$ cat src/rtl/line_track_steer.sv
// Registered line-tracking steering controller: sensor decode, timed pivots, lost-line search, stop.
// Optional TRACK_SYNC_EN: adds a 2-flop synchroniser on path_sens ahead of the decode.
module line_track_steer #(
   parameter int N_SENS     = 4,
   parameter int DUTY_W     = 8,
   parameter int SPD_FULL   = 255,
   parameter int SPD_SHARP  = 250,
   parameter int SPD_CURVE  = 220,
   parameter int SPD_EDGE   = 150,
   parameter int TURN_HOLD  = 80,
   parameter int LOST_DLY   = 16,
   parameter int SEARCH_MAX = 4096
) (
   input  logic              clk,
   input  logic              rst,
   input  logic              en_tracing,
   input  logic [N_SENS-1:0] path_sens,
   output logic [DUTY_W-1:0] duty_l,
   output logic [DUTY_W-1:0] duty_r,
   output logic [1:0]        dir_l,
   output logic [1:0]        dir_r,
   output logic [N_SENS-1:0] led_dir,
   output logic              lost
);
   // state     | meaning
   // S_IDLE    | tracking disabled, full speed forward
   // S_TRACK   | decoding sensors every cycle
   // S_PIVOT_L | timed left pivot, sensors ignored
   // S_PIVOT_R | timed right pivot, sensors ignored
   // S_SEARCH  | line lost, spinning toward last known side
   // S_STOP    | search timed out, braked until disabled
   localparam logic [2:0] S_IDLE    = 3'd0;
   localparam logic [2:0] S_TRACK   = 3'd1;
   localparam logic [2:0] S_PIVOT_L = 3'd2;
   localparam logic [2:0] S_PIVOT_R = 3'd3;
   localparam logic [2:0] S_SEARCH  = 3'd4;
   localparam logic [2:0] S_STOP    = 3'd5;

   localparam logic [1:0] DIR_FWD = 2'b01;
   localparam logic [1:0] DIR_REV = 2'b10;
   localparam logic [1:0] DIR_BRK = 2'b00;
   localparam logic       LAST_LEFT  = 1'b0;
   localparam logic       LAST_RIGHT = 1'b1;

   localparam int TURN_W = $clog2(TURN_HOLD + 1);
   localparam int LOST_W = $clog2(LOST_DLY + 1);
   localparam int SRCH_W = $clog2(SEARCH_MAX + 1);
   localparam int HALF   = N_SENS / 2;

   localparam logic [DUTY_W-1:0] D_FULL  = DUTY_W'(SPD_FULL);
   localparam logic [DUTY_W-1:0] D_SHARP = DUTY_W'(SPD_SHARP);
   localparam logic [DUTY_W-1:0] D_CURVE = DUTY_W'(SPD_CURVE);
   localparam logic [DUTY_W-1:0] D_EDGE  = DUTY_W'(SPD_EDGE);
   localparam logic [N_SENS-1:0] LED_L   = {{HALF{1'b1}}, {HALF{1'b0}}};
   localparam logic [N_SENS-1:0] LED_R   = {{HALF{1'b0}}, {HALF{1'b1}}};

   logic [2:0]        state;
   logic              last_dir;
   logic [TURN_W-1:0] turn_cnt;
   logic [LOST_W-1:0] lost_cnt;
   logic [SRCH_W-1:0] search_cnt;
   logic [N_SENS-1:0] sens_use;

`ifdef TRACK_SYNC_EN
   logic [N_SENS-1:0] sens_meta, sens_sync;
   always_ff @(posedge clk) begin
      if (rst) begin
         sens_meta <= '1;
         sens_sync <= '1;
      end else begin
         sens_meta <= path_sens;
         sens_sync <= sens_meta;
      end
   end
   assign sens_use = sens_sync;
`else
   assign sens_use = path_sens;
`endif

   logic [N_SENS-1:0] d;
   logic lh, rh, il, ir, any_det;
   assign d       = ~sens_use;
   assign lh      = |d[N_SENS-1:HALF];
   assign rh      = |d[HALF-1:0];
   assign il      = |d[N_SENS-2:HALF];
   assign ir      = |d[HALF-1:1];
   assign any_det = |d;

   logic [1:0] srch_dir_l, srch_dir_r;
   assign srch_dir_l = (last_dir == LAST_LEFT) ? DIR_REV : DIR_FWD;
   assign srch_dir_r = (last_dir == LAST_LEFT) ? DIR_FWD : DIR_REV;

   // One TRACK-rule evaluation, shared by TRACK and by the exits from PIVOT and SEARCH.
   logic [2:0]        trk_state;
   logic [DUTY_W-1:0] trk_duty_l, trk_duty_r;
   logic [1:0]        trk_dir_l, trk_dir_r;
   logic [N_SENS-1:0] trk_led;
   logic              trk_lost, trk_last;
   logic [TURN_W-1:0] trk_turn;
   logic [LOST_W-1:0] trk_lost_cnt;

   always_comb begin
      trk_state    = S_TRACK;
      trk_duty_l   = D_EDGE;
      trk_duty_r   = D_EDGE;
      trk_dir_l    = DIR_FWD;
      trk_dir_r    = DIR_FWD;
      trk_led      = d;
      trk_lost     = 1'b0;
      trk_last     = last_dir;
      trk_turn     = '0;
      trk_lost_cnt = '0;
      if (d[0] && lh) begin
         trk_state  = S_PIVOT_R;
         trk_duty_l = D_SHARP;
         trk_duty_r = D_SHARP;
         trk_dir_r  = DIR_REV;
         trk_led    = LED_R;
         trk_last   = LAST_RIGHT;
         trk_turn   = TURN_W'(TURN_HOLD - 1);
      end else if (d[N_SENS-1] && rh) begin
         trk_state  = S_PIVOT_L;
         trk_duty_l = D_SHARP;
         trk_duty_r = D_SHARP;
         trk_dir_l  = DIR_REV;
         trk_led    = LED_L;
         trk_last   = LAST_LEFT;
         trk_turn   = TURN_W'(TURN_HOLD - 1);
      end else if (d[N_SENS-1]) begin
         trk_dir_l = DIR_REV;
         trk_last  = LAST_LEFT;
      end else if (d[0]) begin
         trk_dir_r = DIR_REV;
         trk_last  = LAST_RIGHT;
      end else if (il && !ir) begin
         trk_duty_l = '0;
         trk_duty_r = D_CURVE;
         trk_last   = LAST_LEFT;
      end else if (ir && !il) begin
         trk_duty_l = D_CURVE;
         trk_duty_r = '0;
         trk_last   = LAST_RIGHT;
      end else if (il && ir) begin
         trk_duty_l = D_FULL;
         trk_duty_r = D_FULL;
      end else if (lost_cnt >= LOST_W'(LOST_DLY)) begin
         trk_state    = S_SEARCH;
         trk_dir_l    = srch_dir_l;
         trk_dir_r    = srch_dir_r;
         trk_led      = '1;
         trk_lost     = 1'b1;
         trk_lost_cnt = lost_cnt;
      end else begin
         trk_lost_cnt = lost_cnt + 1'b1;
      end
   end

   logic [2:0]        nxt_state;
   logic [DUTY_W-1:0] nxt_duty_l, nxt_duty_r;
   logic [1:0]        nxt_dir_l, nxt_dir_r;
   logic [N_SENS-1:0] nxt_led;
   logic              nxt_lost, nxt_last, take_trk;
   logic [TURN_W-1:0] nxt_turn;
   logic [LOST_W-1:0] nxt_lost_cnt;
   logic [SRCH_W-1:0] nxt_search_cnt, srch_step;

   always_comb begin
      nxt_state      = state;
      nxt_duty_l     = duty_l;
      nxt_duty_r     = duty_r;
      nxt_dir_l      = dir_l;
      nxt_dir_r      = dir_r;
      nxt_led        = led_dir;
      nxt_lost       = lost;
      nxt_last       = last_dir;
      nxt_turn       = turn_cnt;
      nxt_lost_cnt   = lost_cnt;
      nxt_search_cnt = search_cnt;
      take_trk       = 1'b0;
      srch_step      = (search_cnt >= SRCH_W'(SEARCH_MAX)) ? search_cnt : search_cnt + 1'b1;
      case (state)
         S_IDLE:    nxt_state = S_TRACK;
         S_TRACK:   take_trk = 1'b1;
         S_PIVOT_L, S_PIVOT_R: begin
            if (turn_cnt == '0) take_trk = 1'b1;
            else                nxt_turn = turn_cnt - 1'b1;
         end
         S_SEARCH: begin
            if (any_det) begin
               take_trk = 1'b1;
            end else if (srch_step >= SRCH_W'(SEARCH_MAX)) begin
               nxt_state      = S_STOP;
               nxt_search_cnt = srch_step;
               nxt_duty_l     = '0;
               nxt_duty_r     = '0;
               nxt_dir_l      = DIR_BRK;
               nxt_dir_r      = DIR_BRK;
               nxt_led        = '0;
               nxt_lost       = 1'b1;
            end else begin
               nxt_search_cnt = srch_step;
               nxt_duty_l     = D_EDGE;
               nxt_duty_r     = D_EDGE;
               nxt_dir_l      = srch_dir_l;
               nxt_dir_r      = srch_dir_r;
               nxt_led        = '1;
               nxt_lost       = 1'b1;
            end
         end
         S_STOP: ;
         default:   nxt_state = S_IDLE;
      endcase
      if (take_trk) begin
         nxt_state      = trk_state;
         nxt_duty_l     = trk_duty_l;
         nxt_duty_r     = trk_duty_r;
         nxt_dir_l      = trk_dir_l;
         nxt_dir_r      = trk_dir_r;
         nxt_led        = trk_led;
         nxt_lost       = trk_lost;
         nxt_last       = trk_last;
         nxt_turn       = trk_turn;
         nxt_lost_cnt   = trk_lost_cnt;
         nxt_search_cnt = '0;
      end
      if (!en_tracing || state == S_IDLE || state > S_STOP) begin
         nxt_state      = (en_tracing && state == S_IDLE) ? S_TRACK : S_IDLE;
         nxt_duty_l     = D_FULL;
         nxt_duty_r     = D_FULL;
         nxt_dir_l      = DIR_FWD;
         nxt_dir_r      = DIR_FWD;
         nxt_led        = '0;
         nxt_lost       = 1'b0;
         nxt_turn       = '0;
         nxt_lost_cnt   = '0;
         nxt_search_cnt = '0;
      end
   end

   always_ff @(posedge clk) begin
      if (rst) begin
         state      <= S_IDLE;
         duty_l     <= '0;
         duty_r     <= '0;
         dir_l      <= DIR_BRK;
         dir_r      <= DIR_BRK;
         led_dir    <= '0;
         lost       <= 1'b0;
         last_dir   <= LAST_LEFT;
         turn_cnt   <= '0;
         lost_cnt   <= '0;
         search_cnt <= '0;
      end else begin
         state      <= nxt_state;
         duty_l     <= nxt_duty_l;
         duty_r     <= nxt_duty_r;
         dir_l      <= nxt_dir_l;
         dir_r      <= nxt_dir_r;
         led_dir    <= nxt_led;
         lost       <= nxt_lost;
         last_dir   <= nxt_last;
         turn_cnt   <= nxt_turn;
         lost_cnt   <= nxt_lost_cnt;
         search_cnt <= nxt_search_cnt;
      end
   end
endmodule

$ cat config.mk
export PLATFORM = sky130hd
export DESIGN_NAME = line_track_steer
export DESIGN_NICKNAME = d
export VERILOG_FILES = /design/src/rtl/line_track_steer.sv
export SDC_FILE = /design/constraint.sdc
export NUM_CORES = 1
export LEC_CHECK = 0
export CAP_MARGIN = 20
export CORE_MARGIN = 8
export CORE_UTILIZATION = 55
export DETAILED_ROUTE_END_ITERATION = 16
export GPL_ROUTABILITY_DRIVEN = 0
export GPL_TIMING_DRIVEN = 0
export PLACE_DENSITY = 0.78
export SETUP_SLACK_MARGIN = 0.1
export SYNTH_ARGS = -nofsm -noshare
export SYNTH_HDL_FRONTEND = slang
export SYNTH_SLANG_ARGS = --single-unit
export TNS_END_PERCENT = 30
$ cat constraint.sdc
create_clock -name clk -period 2.3 [get_ports clk]
set_input_delay 0.575 -clock clk [delete_from_list [all_inputs] [get_ports clk]]
set_output_delay 0.575 -clock clk [all_outputs]
set_load 0.03 [all_outputs]
==> flow_summary_export.csv <==
group,metric,value,unit
run_status,outcome,"completed",
worst_setup_path,reg2reg_depth,8,
worst_setup_path,endpoint,"turn_cnt[0]",
detailed_routing,post-route-drc-count,0,
timing,period_share,91.8,%
placed_design,post-place-cells,441,
worst_setup_path,r2r-start,"turn_cnt[0]",
floorplanning,die_w,87.6,um
pwr,p_leak,1.22,nW
detailed_routing,routed_via_density,5.86,
timing,slew_headroom,63.1,%
pwr,powerDensity,671,nW/um^2
synthesis,synth_area_leaders,"dfxtp_1, nand2_1, ha_1",
synthesis,synth_top_cell_by_area,"dfxtp_1",
clock_network,cts_hold_buf,0,
placed_design,dp_hpwl,5.28,mm
worst_setup_path,worstSetupStartpoint,"en_tracing",
worst_setup_path,crit_required,2.50,ns
synthesis,netlist_instances,340,
global_routing,grt_max_degree,14,
floorplanning,ios,32,
detailed_routing,dr.pass1.iters,4,
timing,tns,0,ns
floorplanning,core,5040,sq um
worst_setup_path,reg2reg_slack,0.26,ns
pwr,swShare,35.4,%
pwr,switchingPower,0.811,mW
placed_design,place_area,3220,sq um
synthesis,syn_avg_cell_area,8.29,sq um
worst_setup_path,worstPathArrival,2.31,ns
synthesis,synth-seq-area-share,33.4,%
job,maxCapViolCount,0,
timing,max_freq,473,MHz
placed_design,io_buffers,31,
clock_network,cts_buffer_depth,2,
clock_network,htree_levels,2,
synthesis,synth_common_cells,"dfxtp_1, nand2_1, nor2_1",
timing,final_hold_viol_count,0,
clock_network,numCtsBuffers,5,
detailed_routing,ant_nets,0,
worst_setup_path,path_class,"in -> reg",
pwr,p_int,1.48,mW
worst_setup_path,cp-end-kind,"register",
synthesis,ys_ff_latch,47,
layout,diodes,0,
timing,fin_crit,2.11,ns
global_routing,grt_pass1_wl,11.8,mm
synthesis,yosys_warnings,0,
pwr,peakVddDrop,0.000347,V
timing,setup_violations,0,
detailed_routing,wirelength,7.26,mm
synthesis,netlist.area_leader.share,33.4,%
floorplanning,die_area,7670,sq um
global_routing,grtUsageTotal,19.3,%
synthesis,async_flop_share,0,%
clock_network,clkLatencyLatePin,0.30,ns
global_routing,antenna_found_initial,0,
global_routing,grt_overflow,0,
floorplanning,rows,26,
clock_network,cts.sinks,47,
timing,fin_hold_ws,0.487,ns
floorplanning,die_h,87.6,um
pwr,p_comb_share,37.0,%
synthesis,mappedNetlistArea,2820,sq um
layout,fin_area,3420,sq um
worst_setup_path,r2r-end,"search_cnt[11]",
worst_setup_path,cp-start-kind,"input pin",
floorplanning,start_util,55.9,%
min_path,hp-class,"reg -> reg",
synthesis,synth_fp_nets,357,
timing,rsz0062_at_grt,"yes",
layout,layout.nets,397,
detailed_routing,drtIter0Drc,159,
detailed_routing,wl_per_cell,16.1,um
detailed_routing,vias,2641,
timing,worst_pin_slew,0.548,ns
clock_network,cts_root_buf,"clkbuf_8",
synthesis,yosysMostFrequentCell,"dfxtp_1",
pwr,pwr-share-seq,39.4,%
timing,drv_slew,0,
clock_network,clk_pin_slew,0.09,ns
synthesis,ys.flop_type,"dfxtp_1",
global_routing,grt_pass1_vias,2480,
pwr,finalPower,2.29,mW
layout,syn_to_final_growth,21.1,%
layout,post-route-util,67.7,%
synthesis,synthDistinctLibCells,61,
layout,final_cells,451,
timing,finClkSkew,0.00674,ns
layout,layout-drive-gt1-share,15.7,%
worst_setup_path,path_max_fanout,10,
synthesis,synth_edf_count,0,
timing,finalWorstSetupSlack,0.188,ns
pwr,clock_power_share,23.6,%
clock_network,cts_tree,"built",
placed_design,post-place-ws,-0.861,ns
==> power groups by stage <==
stage / clock network [mW] / logic [mW] / registers (mW)
after floorplan: 0 / 0.514 / 0.961
after CTS: 0.556 / 0.801 / 0.899
final: 0.541 / 0.848 / 0.902
after detailed placement: 0 / 0.792 / 0.918
after global placement: 0 / 0.781 / 0.917
after global routing: 0.588 / 0.912 / 0.907
==> cell usage in the layout, fill, tap and decap left out, types with 4 or more instances in the layout <==
cell type and count:
nor3_2 4, nand3_1 10, and3_1 6, xor2_1 6, nor2b_1 6, buf_2 4
and2_1 4, clkdlybuf4s50_1 28, nor2_1 30, buf_4 15, a211oi_1 5, nor3_1 9
a21oi_1 16, nand2b_1 7, inv_1 9, o21ai_1 4, dfxtp_1 47, o21a_1 4
xnor2_1 8, a31oi_1 11, ha_1 9, nand2_1 35, and4_1 5, clkbuf_1 4
nand4_1 5, o21ai_0 15, clkbuf_8 7
==> routing by layer <==
metal | vias up | GRT usage (%) | part of all wire, % | routed length [um]
met1 | 1262 | 24.4 | 44 | 3200
li1 | 1300 | - | - | -
met2 | 70 | 32.5 | 49 | 3590
met3 | 9 | 3.28 | 4.8 | 352
met5 | - | 0 | 0 | 0
met4 | 0 | 5.78 | 1.6 | 118
==> registers in the layout, indices dropped and copies added, names as in the netlist <==
| register | count |
|---|---|
| dir_l | 2 |
| dir_r | 2 |
| duty_l | 6 |
| duty_r | 3 |
| last_dir | 1 |
| led_dir | 4 |
| lost | 1 |
| lost_cnt | 5 |
| search_cnt | 13 |
| state | 3 |
| turn_cnt | 7 |
==> cell type report <==
class | instances | area, sq um
Inverter | 9 | 33.8
Sequential cell | 47 | 941
Timing Repair Buffer | 33 | 314
Multi-Input combinational cell | 259 | 1760
Fill cell | 434 | 1630
Buffer | 25 | 175
Tap cell | 70 | 87.6
Clock buffer | 8 | 100
==> timing repair <==
action	in CTS	in global routing
pin swaps	0	1
resized for setup	13	17
buffers inserted	0	2
endpoints found under the setup margin	33	31
==> critical path: stages <==
cell and delay [ns]:
clkdlybuf4s50_1 0.66, and3_1 0.20, buf_2 0.18, nand2b_1 0.07
buf_4 0.16, buf_2 0.20, a311oi_1 0.26
==> logic make-up after synthesis <==
kind of cell	synth area share [%]
flip-flops	33.4
adder cells (fa/ha/maj)	4.44
AO/OA/AOI/OAI	21.9
AND/OR/NAND/NOR	28.2
multiplexers	0.710
XOR/XNOR	4.35
buffers and inverters	7.05
==> worst min-delay path by stage <==
stage                            from          end  slack [ns]  cells after the start
after global placement      duty_l[0]    duty_l[0]        0.46                      2
after CTS                 lost_cnt[3]  lost_cnt[3]        0.49                      2
after global routing        duty_l[0]    duty_l[0]        0.52                      2
after floorplan           turn_cnt[0]  turn_cnt[0]        0.45                      1
final                      led_dir[3]   led_dir[3]        0.49                      2
after detailed placement   led_dir[3]   led_dir[3]        0.48                      2
Note: power is estimated with default switching activity, not from simulation.
